$ cat config.mk
export PLATFORM = sky130hd
export DESIGN_NAME = lu_iter_32b
export DESIGN_NICKNAME = d
export VERILOG_FILES = /design/src/rtl/lu_iter_32b.sv
export SDC_FILE = /design/constraint.sdc
export NUM_CORES = 1
export LEC_CHECK = 0
export BUFFER_PORTS_ARGS = -buffer_cell sky130_fd_sc_hd__buf_2
export CAP_MARGIN = 40
export CORE_ASPECT_RATIO = 1.25
export CORE_UTILIZATION = 35
export CTS_CLUSTER_SIZE = 28
export DETAILED_ROUTE_END_ITERATION = 12
export SLEW_MARGIN = 10
export SYNTH_ARGS = -nofsm -noshare
export SYNTH_HDL_FRONTEND = slang
export SYNTH_SLANG_ARGS = --single-unit
$ cat constraint.sdc
create_clock -name clk -period 4.8 [get_ports clk]
set_input_delay 0.48 -clock clk [delete_from_list [all_inputs] [get_ports clk]]
set_output_delay 0.48 -clock clk [all_outputs]
set_load 0.03 [all_outputs]
$ cat src/rtl/lu_iter_32b.sv
// lu_iter_32b: multi-cycle, slice-iterative WIDTH-bit logical unit.
// A request (a, b, op) is accepted over a valid/ready channel in IDLE. RUN then
// produces SLICE result bits per clock, least-significant slice first. The full
// result is offered in DONE on a valid/ready response channel until consumed.
// Opcodes: 00 AND, 01 OR, 10 XOR, 11 NOT a (b ignored).
// Optional feature: define LU_ZERO_FLAG_EN to add a registered 'zero' output.
// It is high in DONE iff the result is all zeros.
module lu_iter_32b #(
  parameter int WIDTH = 32,
  parameter int SLICE = 8
) (
  input  logic             clk,
  input  logic             rst_n,
  input  logic             in_valid,
  output logic             in_ready,
  input  logic [WIDTH-1:0] a,
  input  logic [WIDTH-1:0] b,
  input  logic [1:0]       op,
  output logic             out_valid,
  input  logic             out_ready,
  output logic [WIDTH-1:0] result,
  output logic             busy
`ifdef LU_ZERO_FLAG_EN
  ,
  output logic             zero
`endif
);

  localparam int NSLICE = WIDTH / SLICE;
  localparam int CW     = (NSLICE > 1) ? $clog2(NSLICE) : 1;

  typedef enum logic [1:0] {
    S_IDLE = 2'b00,
    S_RUN  = 2'b01,
    S_DONE = 2'b10
  } state_e;

  typedef enum logic [1:0] {
    OP_AND = 2'b00,
    OP_OR  = 2'b01,
    OP_XOR = 2'b10,
    OP_NOT = 2'b11
  } op_e;

  state_e           state;
  logic [CW-1:0]    cnt;
  logic [WIDTH-1:0] a_lat;
  logic [WIDTH-1:0] b_lat;
  op_e              op_lat;
  logic [WIDTH-1:0] full_res;
  logic [SLICE-1:0] cur_slice;
  logic             last_slice;
`ifdef LU_ZERO_FLAG_EN
  logic             zero_acc;
`endif

  // Bitwise function of the latched operands; no carries, so each slice is independent.
  always_comb begin
    // NOTE: every combinational output gets a default first so no path infers a latch.
    full_res = '0;
    case (op_lat)
      OP_AND:  full_res = a_lat & b_lat;
      OP_OR:   full_res = a_lat | b_lat;
      OP_XOR:  full_res = a_lat ^ b_lat;
      OP_NOT:  full_res = ~a_lat;
      default: full_res = '0;
    endcase
  end

  // Select the slice addressed by the counter; constant-index loop avoids variable part-selects.
  always_comb begin
    cur_slice = '0;
    for (int i = 0; i < NSLICE; i++) begin
      if (cnt == CW'(i)) cur_slice = full_res[i*SLICE +: SLICE];
    end
    last_slice = (cnt == CW'(NSLICE - 1));
  end

  // Control FSM with registered handshake outputs, operand latches and result accumulation.
  always_ff @(posedge clk or negedge rst_n) begin
    if (!rst_n) begin
      // NOTE: result and operand latches are plain registers, so they are reset like all other state.
      state     <= S_IDLE;
      cnt       <= '0;
      a_lat     <= '0;
      b_lat     <= '0;
      op_lat    <= OP_AND;
      result    <= '0;
      in_ready  <= 1'b1;
      out_valid <= 1'b0;
      busy      <= 1'b0;
`ifdef LU_ZERO_FLAG_EN
      zero_acc  <= 1'b0;
      zero      <= 1'b0;
`endif
    end else begin
      // NOTE: sequential state uses non-blocking assignments so every register samples pre-edge values.
      case (state)
        S_IDLE: begin
          if (in_valid) begin
            a_lat    <= a;
            b_lat    <= b;
            op_lat   <= op_e'(op);
            result   <= '0;
            cnt      <= '0;
            state    <= S_RUN;
            in_ready <= 1'b0;
            busy     <= 1'b1;
`ifdef LU_ZERO_FLAG_EN
            zero_acc <= 1'b1;
`endif
          end
        end

        S_RUN: begin
          for (int i = 0; i < NSLICE; i++) begin
            if (cnt == CW'(i)) result[i*SLICE +: SLICE] <= cur_slice;
          end
`ifdef LU_ZERO_FLAG_EN
          zero_acc <= zero_acc & (cur_slice == '0);
`endif
          if (last_slice) begin
            cnt       <= '0;
            state     <= S_DONE;
            out_valid <= 1'b1;
`ifdef LU_ZERO_FLAG_EN
            zero      <= zero_acc & (cur_slice == '0);
`endif
          end else begin
            cnt <= cnt + CW'(1);
          end
        end

        S_DONE: begin
          // Hold result and out_valid for as long as the consumer backpressures.
          if (out_ready) begin
            state     <= S_IDLE;
            out_valid <= 1'b0;
            busy      <= 1'b0;
            in_ready  <= 1'b1;
`ifdef LU_ZERO_FLAG_EN
            zero      <= 1'b0;
`endif
          end
        end

        default: begin
          state     <= S_IDLE;
          in_ready  <= 1'b1;
          out_valid <= 1'b0;
          busy      <= 1'b0;
        end
      endcase
    end
  end

endmodule

== Word-level counts from Yosys, hierarchy flattened ==
Index checks and enable logic that the tools add are counted.
Widths: inputs -> output; s select.
Word-level totals
  word-level logic and storage cells: 71
  output and inout bits: 35
  register bits: 105
Cells by class
  bitwise gates (word level): 6
  mux-type cells: 25
  add/subtract/negate cells: 1
  eq/ne operators: 14
  reductions and logical operators: 13
Operator list (count)
  $pmux 32 s4: 1
  $pmux 32 s2: 1
  $mux 8: 7
  $and 32x32->32: 1
  $mux 32: 1
  $not 32->32: 1
  $or 32x32->32: 1
  $xor 32x32->32: 1
  $reduce_and 3->1: 7
  $ne 2x2->1 const B: 6
  $eq 2x2->1 const B: 5
  $mux 2: 5
  $pmux 1 s3: 3
  $eq 2x1->1 const B: 3
  $logic_not 2->1: 3
  $pmux 2 s3: 1
  $mux 1: 5
  $pmux 2 s2: 1
  $reduce_and 2->1: 2
  $add 2x1->2 const B: 1
  $not 1->1: 2
  $reduce_bool 2->1: 1

== Depth between registers and ports, before layout ==
Gate-level depths: netlist of run 1.
  word-level depth: 7
  gate-level depth with buffers: 8
  gate-level depth less buffers: 7

== Worst setup path before layout of run 1 ==
No wires, ideal clock.
  kind: register to register
  from: register cnt[1]
  to: register result[7]
  path buffers: 0
  setup time: 146 ps
  arrival time: 1712 ps
  stages on the path, launching flop included: 6
  path slack: 2942 ps
  cell sequence: dfrtp_1 > inv_1 > ha_1 > mux4_1 > a2111oi_1 > o221ai_1
Between the ends
  cells in the longest elaborated chain, start to end: 6
  elaborated cells between the ends (all ways): 11
Ends and longest elaborated chain
  start, declared: line 46  | logic [CW-1:0] cnt;
  start signal, assigned: line 130  | cnt <= cnt + CW'(1);
  $eq 2x1->1: line 74  | if (cnt == CW'(i)) cur_slice = full_res[i*SLICE +: SLICE];
  $mux 8 (3 in series): line 74
  $mux 8: line 117  | if (cnt == CW'(i)) result[i*SLICE +: SLICE] <= cur_slice;
  $pmux 32 s2: line 98  | case (state)
  end signal, assigned by index: line 117
  end, declared: line 21  | output logic [WIDTH-1:0] result,
Several ways; a longest one is shown, not always the timed one. The select of a mux whose other input is x is not followed.
A chain may end at the register's enable or synchronous reset.

== Final worst setup path of run 1 ==
  from: register op_lat[0]
  to: register result[3]
Between the ends
  cells in the longest elaborated chain, start to end: 7
  elaborated cells between the ends (all ways): 10
Ends and longest elaborated chain
  start, declared: line 49  | op_e op_lat;
  start signal, assigned: line 103  | op_lat <= op_e'(op);
  $eq 2x2->1, or another cell as far along: line 61  | case (op_lat)
  $pmux 32 s4 *: line 61
  $mux 8 (2 in series): line 74
  $mux 8 *: line 74
  $mux 8 *: line 117
  $pmux 32 s2 *: line 98
Mark *: on every way between the ends. The rest lies on a longest branch, timed or not. The select of a mux whose other input is x is not followed.

==> results of run 1 <==
## cell families after synthesis
| group | count (synthesis) | share of synthesized area, % |
|---|---|---|
| buffers and inverters | 120 | 8.24 |
| and+or+nand+nor | 197 | 12.9 |
| DFF | 105 | 42.7 |
| AOI/OAI and AO/OA | 163 | 16.8 |
| adders and majority gates | 68 | 13.8 |
| muxes | 19 | 5.53 |
## registers in the layout, indices dropped and copies added (netlist names)
register   count
result        32
state          2
a_lat         32
cnt            2
out_valid      1
busy           1
op_lat         2
in_ready       1
b_lat         32
## layout by cell type, fill, tap and decap left out, types with 3 or more instances in the layout
cell type | netlist | layout
mux4_2 | 10 | 10
o221ai_1 | 9 | 9
a211o_1 | 3 | 3
clkinv_2 | 0 | 4
o211ai_1 | 37 | 37
nand2_1 | 157 | 157
a21oi_1 | 15 | 15
a21o_1 | 3 | 3
buf_4 | 4 | 4
inv_1 | 79 | 79
ha_1 | 68 | 68
buf_12 | 0 | 3
nor2_1 | 23 | 22
clkbuf_16 | 0 | 9
o21ai_0 | 81 | 81
dfrtp_1 | 104 | 103
buf_2 | 21 | 104
nor2b_1 | 6 | 6
mux2_2 | 5 | 5
a221o_1 | 11 | 11
## worst max path at each step
stage	startpoint	depth (start not counted)	to
global placement	op_lat[0]$_DFFE_PN0P_	4	result[16]$_DFFE_PN0P_
floorplan	cnt[1]$_DFFE_PN0P_	5	result[7]$_DFFE_PN0P_
CTS	op_lat[0]$_DFFE_PN0P_	5	result[3]$_DFFE_PN0P_
detailed placement	op_lat[0]$_DFFE_PN0P_	5	result[3]$_DFFE_PN0P_
finish	op_lat[0]$_DFFE_PN0P_	5	result[3]$_DFFE_PN0P_
global route	op_lat[0]$_DFFE_PN0P_	5	result[1]$_DFFE_PN0P_
## power by group through the flow
stage | Sequential, mW | Combinational [mW] | Clock, mW
final | 1.60 | 2.54 | 0.708
after global routing | 1.67 | 2.91 | 0.760
after CTS | 1.61 | 2.58 | 0.725
after detailed placement | 1.62 | 2.56 | 0
after global placement | 1.63 | 2.47 | 0
after floorplan | 1.70 | 1.78 | 0
## metrics by stage
step                      util, %  instance area, um^2  hold slack, ns  worst slack, ns
after detailed placement     40.4                 6870           0.452             2.23
final                        42.1                 7150          0.0610             2.24
after CTS                    42.1                 7150          0.0726             2.21
after floorplan                 -                 6150           0.184             2.94
after global placement       40.0                 6790           0.466             2.32
after global routing         42.1                 7150          0.0868             2.02
## final cells by class
class,instances,area share [%]
tap,220,3.85
multi-input combinational,447,42.3
clock buffer,11,3.54
timing repair buffer,113,8.96
sequential,105,36.8
inverter,79,4.15
clock inverter,5,0.403
## critical path: cells and delay by family, from the launching register on
kind | cells | cell delay [ns]
multiplexers | 1 | 0.40
buffers and inverters | 1 | 0.59
AO/OA/AOI/OAI | 3 | 0.67
flip-flops | 1 | 0.73
## per-layer routing
layer	share of wire, %	vias up	wire, um
li1	-	2417	-
met1	45	2227	6800
met2	49	105	7410
met3	3.7	15	552
met4	1.5	0	230
met5	0	-	0
==> results.toml, run 1 <==
[status]
status = "complete, no violations"

[yosys]
netlist_area_um2 = 6150
netlist.area_leader.share_pct = 42.3
ys_warn_count = 0
syn_inst = 672
synth_area_leaders = "dfrtp_1 42%, ha_1 14%, nand2_1 9.6%"
synth_commonest_cells = "157 x nand2_1, 104 x dfrtp_1, 81 x o21ai_0, 79 x inv_1, 68 x ha_1"
synth_edf_count = 0
synth_top_cell_by_area = "dfrtp_1"
synth_seq_area_share_pct = 42.7
synthDistinctLibCells = 35
ys_ff_latch = 105
syn_area_per_cell_um2 = 9.15
synth.net_count = 810
synth_most_common_cell = "nand2_1"
synthArstFlopShare_pct = 100
synthFlopType = "dfrtp_1"

[critical_path]
required_ns = 5.01
crit_arrival_ns = 2.77
cp_max_fo = 63
end_kind = "register"
crit_chain = "buf_4 > mux2_2 > a221o_1 > o211ai_1 > o211ai_1"
cpMostUsedCell = "o211ai_1"
r2r-end = "result[3]$_DFFE_PN0P_"
r2r_slack_ns = 2.24
reg2reg_from = "op_lat[0]$_DFFE_PN0P_"
cp-start-kind = "register"
rr_worst_depth = 5
cpPeakStageDelay_ns = 0.73
critical-path-slowest-cell = "dfrtp_2"
criticalPathCategory = "register to register"

[clock_tree]
cts_buffer_depth = 2
clock-sinks = 105
cts_made_buffers = 9
path_clk_slew_ns = 0.07
cts_tree = "built"
cts-resized-gates = 0
cts_hold_buf = 0
htree_levels = 3
post_cts_buffers = 0
clk_latency_ns = 0.35
cts_root_buf = "clkbuf_16"

[final_layout]
drive_above_1_share_pct = 19.5
layout.area.seq_um2 = 2630
areaGrowthSynthToFinish_pct = 16.2
multiInputGateArea_um2 = 3020
diodes = 0
nNetsFinal = 893
fin_cells = 980
fillCellCount = 1751

[die]
dieArea_um2 = 18100
die_w_um = 121
start_util_pct = 36.2
die_h_um = 150
rows = 53
fp.coreArea_um2 = 17000
ioPinCount = 105

[route]
dr.first_iter.drc_count = 250
wl_per_cell_um = 15.3
wirelength_um = 15000
routed_via_density = 4.86
ant_nets = 0
first_pass_iters = 5
drcViolationCount = 0
routed-via-count = 4764

[sta]
finalClockSkew_ns = 0.00907
setup_tns_ns = 0
max_freq_mhz = 390
rsz0062_at_grt = "no"
period_share_pct = 53.4
setup_viol = 0
report.final.slew_viol_count = 0
worst_pin_slew_ns = 0.625
relSlewSlack_pct = 58.2
hold_viol = 0
layout_min_cycle_time_ns = 2.56

[grt]
met2_usage_pct = 30.5
grt_pass1_wl_um = 24400
grt_pass1_vias = 4772
grt_util_met1_pct = 22.1
grt.overflow.total = 0
grt_util_met3_pct = 2.84
grt_max_degree = 94
grt_usage_pct = 17.5
antenna_found_initial = 0
grt-busiest-layer = "met2"

[placed_design]
dp_cells = 964
hpwl_um = 11300
place_congestion = 0.796
io_buffers = 104

[power_and_ir_drop]
power_frac_comb_pct = 52.4
power_mw = 4.85
p_per_area_nw_per_um2 = 679
vdd_drop_max_mv = 0.239
p_clk_share_pct = 14.6
pwr-share-seq_pct = 33.0
netSwitchingFraction_pct = 44.9
power.leakage_nw = 3.54
intPower_mw = 2.67
p_sw_mw = 2.18

[run]
drv_cap = 0

[worst_hold_path]
min_path_type = "primary input to async pin"
Power figures use the tool's default switching activity.
==> run 2, diff against run 1 <==
==> constraint.sdc (replaced) <==
create_clock -name clk -period 2.2 [get_ports clk]
set_input_delay 0.22 -clock clk [delete_from_list [all_inputs] [get_ports clk]]
set_output_delay 0.22 -clock clk [all_outputs]
set_load 0.03 [all_outputs]
==> run 2 against run 1 <==
Against the previous run: wire length shrank 0.91%; via count grew 2.1%; maximum frequency grew 30%; die area is the same; core utilization grew 0.91 points; clock skew shrank 0.0017 ns; clock-buffer cell count grew 1; register-to-register slack lost 2.0 ns; sequential power grew 110%; highest routed layer unchanged; global-route usage is essentially flat.
==> results.toml, run 2 (same netlist as run 1, synthesis figures left out) <==
[status]
status = "complete, no violations"

[sta]
report.final.slew_viol_count = 0
rsz0062_at_grt = "no"
setup_viol = 0
layout_min_cycle_time_ns = 1.97
hold_viol = 0
period_share_pct = 89.5
setup_tns_ns = 0
max_freq_mhz = 508
worst_pin_slew_ns = 0.550
finalClockSkew_ns = 0.00738
relSlewSlack_pct = 63.3

[power_and_ir_drop]
netSwitchingFraction_pct = 43.6
vdd_drop_max_mv = 0.499
p_per_area_nw_per_um2 = 1500
power_mw = 10.9
p_clk_share_pct = 15.7
power.leakage_nw = 3.62
power_frac_comb_pct = 53.2
p_sw_mw = 4.76
pwr-share-seq_pct = 31.1
intPower_mw = 6.17

[final_layout]
nNetsFinal = 906
fin_util_pct = 43.0
postLayoutCellArea_um2 = 7300
areaGrowthSynthToFinish_pct = 18.7
final_common_cell = "nand2_1"
largestRegisters = "a_lat: 32 flops, b_lat: 32 flops, result: 32 flops"
diodes = 0
final_cell_mix = "157 x nand2_1, 103 x dfrtp_1, 103 x buf_2, 81 x o21ai_0, 79 x inv_1"
fin_cells = 992
drive_above_1_share_pct = 20.3

[critical_path]
critical-path-slowest-cell = "dfrtp_1"
cp_max_fo = 12
cp_num_buf_inv = 2
end_kind = "register"
crit_chain = "inv_1 > ha_1 > buf_4 > nor2b_1 > and3b_1 > a2111oi_1 > o221ai_1"
worstSetupStartpoint = "cnt[1]$_DFFE_PN0P_"
r2r-end = "result[7]$_DFFE_PN0P_"
r2r_slack_ns = 0.23
required_ns = 2.41
cp-start-kind = "register"
cpPeakStageDelay_ns = 0.39
crit_family = "compound AO/OA/AOI/OAI gates"
crit_arrival_ns = 2.18
criticalPathCategory = "register to register"
rr_worst_depth = 7
reg2reg_from = "cnt[1]$_DFFE_PN0P_"

[die]
fp.coreArea_um2 = 17000
dieArea_um2 = 18100
die_w_um = 121
die_h_um = 150
rows = 53
start_util_pct = 36.2
ioPinCount = 105

[clock_tree]
clock-sinks = 105
clk_latency_ns = 0.35
cts_tree = "built"
htree_levels = 3
cts_root_buf = "clkbuf_16"
path_clk_slew_ns = 0.07
cts_buffer_depth = 2
cts_made_buffers = 9
post_cts_buffers = 0

[worst_hold_path]
hold_depth = 3
min-delay-start = "a[8]"
min_path_type = "primary input to register"
min_to = "a_lat[8]$_DFFE_PN0P_"

[placed_design]
place_congestion = 0.880
io_buffers = 104
hpwl_um = 11500
dp_cells = 976
place_area_um2 = 6980

[grt]
grt_max_degree = 67
grt_pass1_wl_um = 24300
antenna_found_initial = 0
grt_usage_pct = 17.5
grt_pass1_vias = 4731
grt.overflow.total = 0

[route]
routed-via-count = 4862
wirelength_um = 14900
dr.first_iter.drc_count = 267
drcViolationCount = 0
routed_via_density = 4.90
first_pass_iters = 5
wl_per_cell_um = 15.0
ant_nets = 0

[run]
drv_cap = 0
run 2: changes by cell type in the layout (fill, tap and decap cells not counted), sizes merged:
cell	previous run	this run
buf	113	125
clkinv	4	1
bufinv	0	2
clkbuf	11	12
dlygate4sd3	0	1
inv	80	79
run 2: power groups by stage:
| stage | clock network, mW | logic (mW) | registers [mW] |
|---|---|---|---|
| detailed placement | 0 | 5.85 | 3.44 |
| global placement | 0 | 5.76 | 3.41 |
| finish | 1.72 | 5.81 | 3.40 |
| CTS | 1.76 | 5.89 | 3.41 |
| floorplan | 0 | 3.89 | 3.70 |
| global route | 1.84 | 6.60 | 3.53 |
run 2: tightest hold or removal path: cells and delay by family:
kind                   cells  cell delay (ns)
buffers and inverters      1             0.07
AND/OR/NAND/NOR            1             0.03
AO/OA/AOI/OAI              1             0.05
run 2: repair_timing:
action                                 4_1_cts  5_1_grt
hold buffers                                 1        0
endpoints found under the hold margin       35        0
gates resized for setup                      0        0
run 2: cell type report:
class / count / area, um^2
Fill cell: 1731 / 9670
Multi-Input combinational cell: 447 / 3020
Sequential cell: 105 / 2630
Timing Repair Buffer: 126 / 766
Inverter: 79 / 297
Tap cell: 220 / 275
Clock buffer: 12 / 246
Clock inverter: 3 / 65.1
run 2: how the worst max path moves through the flow:
| stage | endpoint | slack [ns] | cells past startpoint |
|---|---|---|---|
| after floorplan | result[7]$_DFFE_PN0P_ | 0.34 | 5 |
| after global placement | result[7]$_DFFE_PN0P_ | 0.27 | 7 |
| after detailed placement | result[7]$_DFFE_PN0P_ | 0.25 | 7 |
| after CTS | result[7]$_DFFE_PN0P_ | 0.23 | 7 |
| after global routing | result[13]$_DFFE_PN0P_ | 0.04 | 7 |
| final | result[7]$_DFFE_PN0P_ | 0.23 | 7 |
run 2: per-stage QoR:
| stage | hold WS [ns] | worst slack (ns) |
|---|---|---|
| after floorplan | -0.0756 | 0.342 |
| after global placement | 0.234 | 0.273 |
| after detailed placement | 0.243 | 0.249 |
| after CTS | 0.0589 | 0.232 |
| after global routing | 0.0652 | 0.0387 |
| final | 0.0609 | 0.232 |
run 2: layer usage:
metal	wire, um	track usage, %
met5	0	0
met4	422	7.28
met3	723	3.18
met2	7120	29.3
met1	6590	22.2
==> run 3, diff against run 2 <==
--- a/config.mk
+++ b/config.mk
@@ -11,6 +11,7 @@
 export CORE_UTILIZATION = 35
 export CTS_CLUSTER_SIZE = 28
 export DETAILED_ROUTE_END_ITERATION = 12
+export GPL_TIMING_DRIVEN = 0
 export SLEW_MARGIN = 10
 export SYNTH_ARGS = -nofsm -noshare
 export SYNTH_HDL_FRONTEND = slang
==> run 3 against run 2 <==
Against the previous run: non-clock buffer count is 22 higher; combinational power grew 5.7%; wire length up 14%; sequential cell count unchanged; worst setup slack lost 0.091 ns; die area is the same; maximum frequency fell by 4.4%; design area up 0.29%; core utilization increased by 0.13 points; clock power about the same; highest routed layer unchanged; critical path depth is 1 higher.
==> results.toml, run 3 (same netlist as run 1, synthesis figures left out) <==
[power_and_ir_drop]
vdd_drop_max_mv = 0.653
power.leakage_nw = 3.66
p_per_area_nw_per_um2 = 1530

[run]
drv_cap = 0

[clock_tree]
htree_levels = 3
path_clk_slew_ns = 0.07
clock-sinks = 105
cts_made_buffers = 9
cts_tree = "built"
clk_latency_ns = 0.36
cts_buffer_depth = 2
cts_root_buf = "clkbuf_16"

[sta]
worst_pin_slew_ns = 0.580
relSlewSlack_pct = 60.3
rsz0062_at_grt = "no"
period_share_pct = 93.6
report.final.slew_viol_count = 0
setup_tns_ns = 0
finalClockSkew_ns = 0.00898
layout_min_cycle_time_ns = 2.06
whs_ns = 0.0590
setup_viol = 0
hold_viol = 0
max_freq_mhz = 486

[critical_path]
required_ns = 2.41
r2r_slack_ns = 0.14
rr_worst_depth = 8
criticalPathCategory = "register to register"
reg2reg_from = "cnt[1]$_DFFE_PN0P_"
crit_arrival_ns = 2.27
cp_max_fo = 10
cp-start-kind = "register"
end_kind = "register"
r2r-end = "result[9]$_DFFE_PN0P_"
worstSetupStartpoint = "cnt[1]$_DFFE_PN0P_"

[route]
ant_nets = 0
wirelength_um = 17000
dr.first_iter.drc_count = 301
wl_per_cell_um = 16.7
drcViolationCount = 0
first_pass_iters = 5
routed_via_density = 5.01
routed-via-count = 5087

[grt]
grt_pass1_vias = 5151
grt_pass1_wl_um = 27400
grt.overflow.total = 0
grt_max_degree = 55
grt_usage_pct = 20.0
antenna_found_initial = 0

[die]
die_w_um = 121
rows = 53
die_h_um = 150
ioPinCount = 105
start_util_pct = 36.2
dieArea_um2 = 18100
fp.coreArea_um2 = 17000

[worst_hold_path]
min_to = "a_lat[13]$_DFFE_PN0P_"
min_path_type = "primary input to register"
hold_depth = 3
min-delay-start = "a[13]"

[final_layout]
largestRegisters = "a_lat: 32 flops, b_lat: 32 flops, result: 32 flops"
nNetsFinal = 928
fillCellCount = 1767
areaGrowthSynthToFinish_pct = 19.1
drive_above_1_share_pct = 21.5
final_common_cell = "nand2_1"
layout.area.seq_um2 = 2630
postLayoutCellArea_um2 = 7320
final_cell_mix = "157 x nand2_1, 125 x buf_2, 104 x dfrtp_1, 81 x o21ai_0, 79 x inv_1"
multiInputGateArea_um2 = 3030
diodes = 0

[placed_design]
io_buffers = 104
place_congestion = 0.821
hpwl_um = 13000
place_area_um2 = 6990

[status]
status = "complete, no violations"
-- run 3: changes by cell type in the layout (fill, tap and decap cells not counted), moves of 2 or more --
cell / change
buf_4: -12
clkbuf_2: +3
buf_12: -6
buf_6: +3
clkinvlp_4: +3
buf_1: +2
buf_2: +22
clkbuf_1: +7
-- run 3: per-layer routing --
metal / GRT usage, % / wire [um]
met1: 25.9 / 7490
met2: 34.2 / 8440
met4: 7.65 / 337
met3: 2.42 / 713
met5: 0 / 0
-- run 3: layout make-up --
cell class / count / share of cell area [%]
Buffer: 41 / 2.92
Clock buffer: 11 / 3.45
Clock inverter: 5 / 0.837
Inverter: 79 / 4.05
Multi-Input combinational cell: 447 / 41.3
Sequential cell: 105 / 35.9
Tap cell: 220 / 3.76
Timing Repair Buffer: 107 / 7.77
-- run 3: critical path, stage by stage (launching register included) --
cell and delay, ns:
dfrtp_1 0.41, inv_1 0.10, ha_1 0.26, buf_2 0.29, nand2_1 0.08, a21o_1 0.27
clkbuf_1 0.26, nand2_1 0.12, o221ai_1 0.12
-- run 3: how the worst max path moves through the flow --
stage,end,slack [ns],cells after the start
6_report,result[9]$_DFFE_PN0P_,0.14,8
5_1_grt,b_lat[11]$_DFFE_PN0P_,0.01,5
4_1_cts,result[18]$_DFFE_PN0P_,0.03,6
3_5_place_dp,result[18]$_DFFE_PN0P_,0.04,6
3_3_place_gp,result[25]$_DFFE_PN0P_,-0.40,1
2_1_floorplan,result[7]$_DFFE_PN0P_,0.34,5
-- run 3: timing repair --
action                                 4_1_cts  5_1_grt
setup endpoints to repair                    0       22
gates resized for setup                      0        8
endpoints found under the hold margin       51        0
buffers inserted                             0        0
hold buffers                                 1        0
-- run 3: power by group --
| part | switching (mW) | internal [mW] | total, mW |
|---|---|---|---|
| clock network | 0.761 | 0.950 | 1.71 |
| registers | 0.520 | 2.80 | 3.32 |
| logic | 3.80 | 2.33 | 6.14 |
| total | 5.08 | 6.09 | 11.2 |
-- run 3: per-stage QoR --
stage	std cells	power, mW	setup slack [ns]	util, %
after floorplan	672	7.59	0.342	-
after global placement	996	9.32	-0.396	40.9
after detailed placement	998	9.46	0.0424	41.1
after CTS	1015	11.2	0.0306	43.1
after global routing	1015	12.2	0.0134	43.1
final	1015	11.2	0.141	43.1
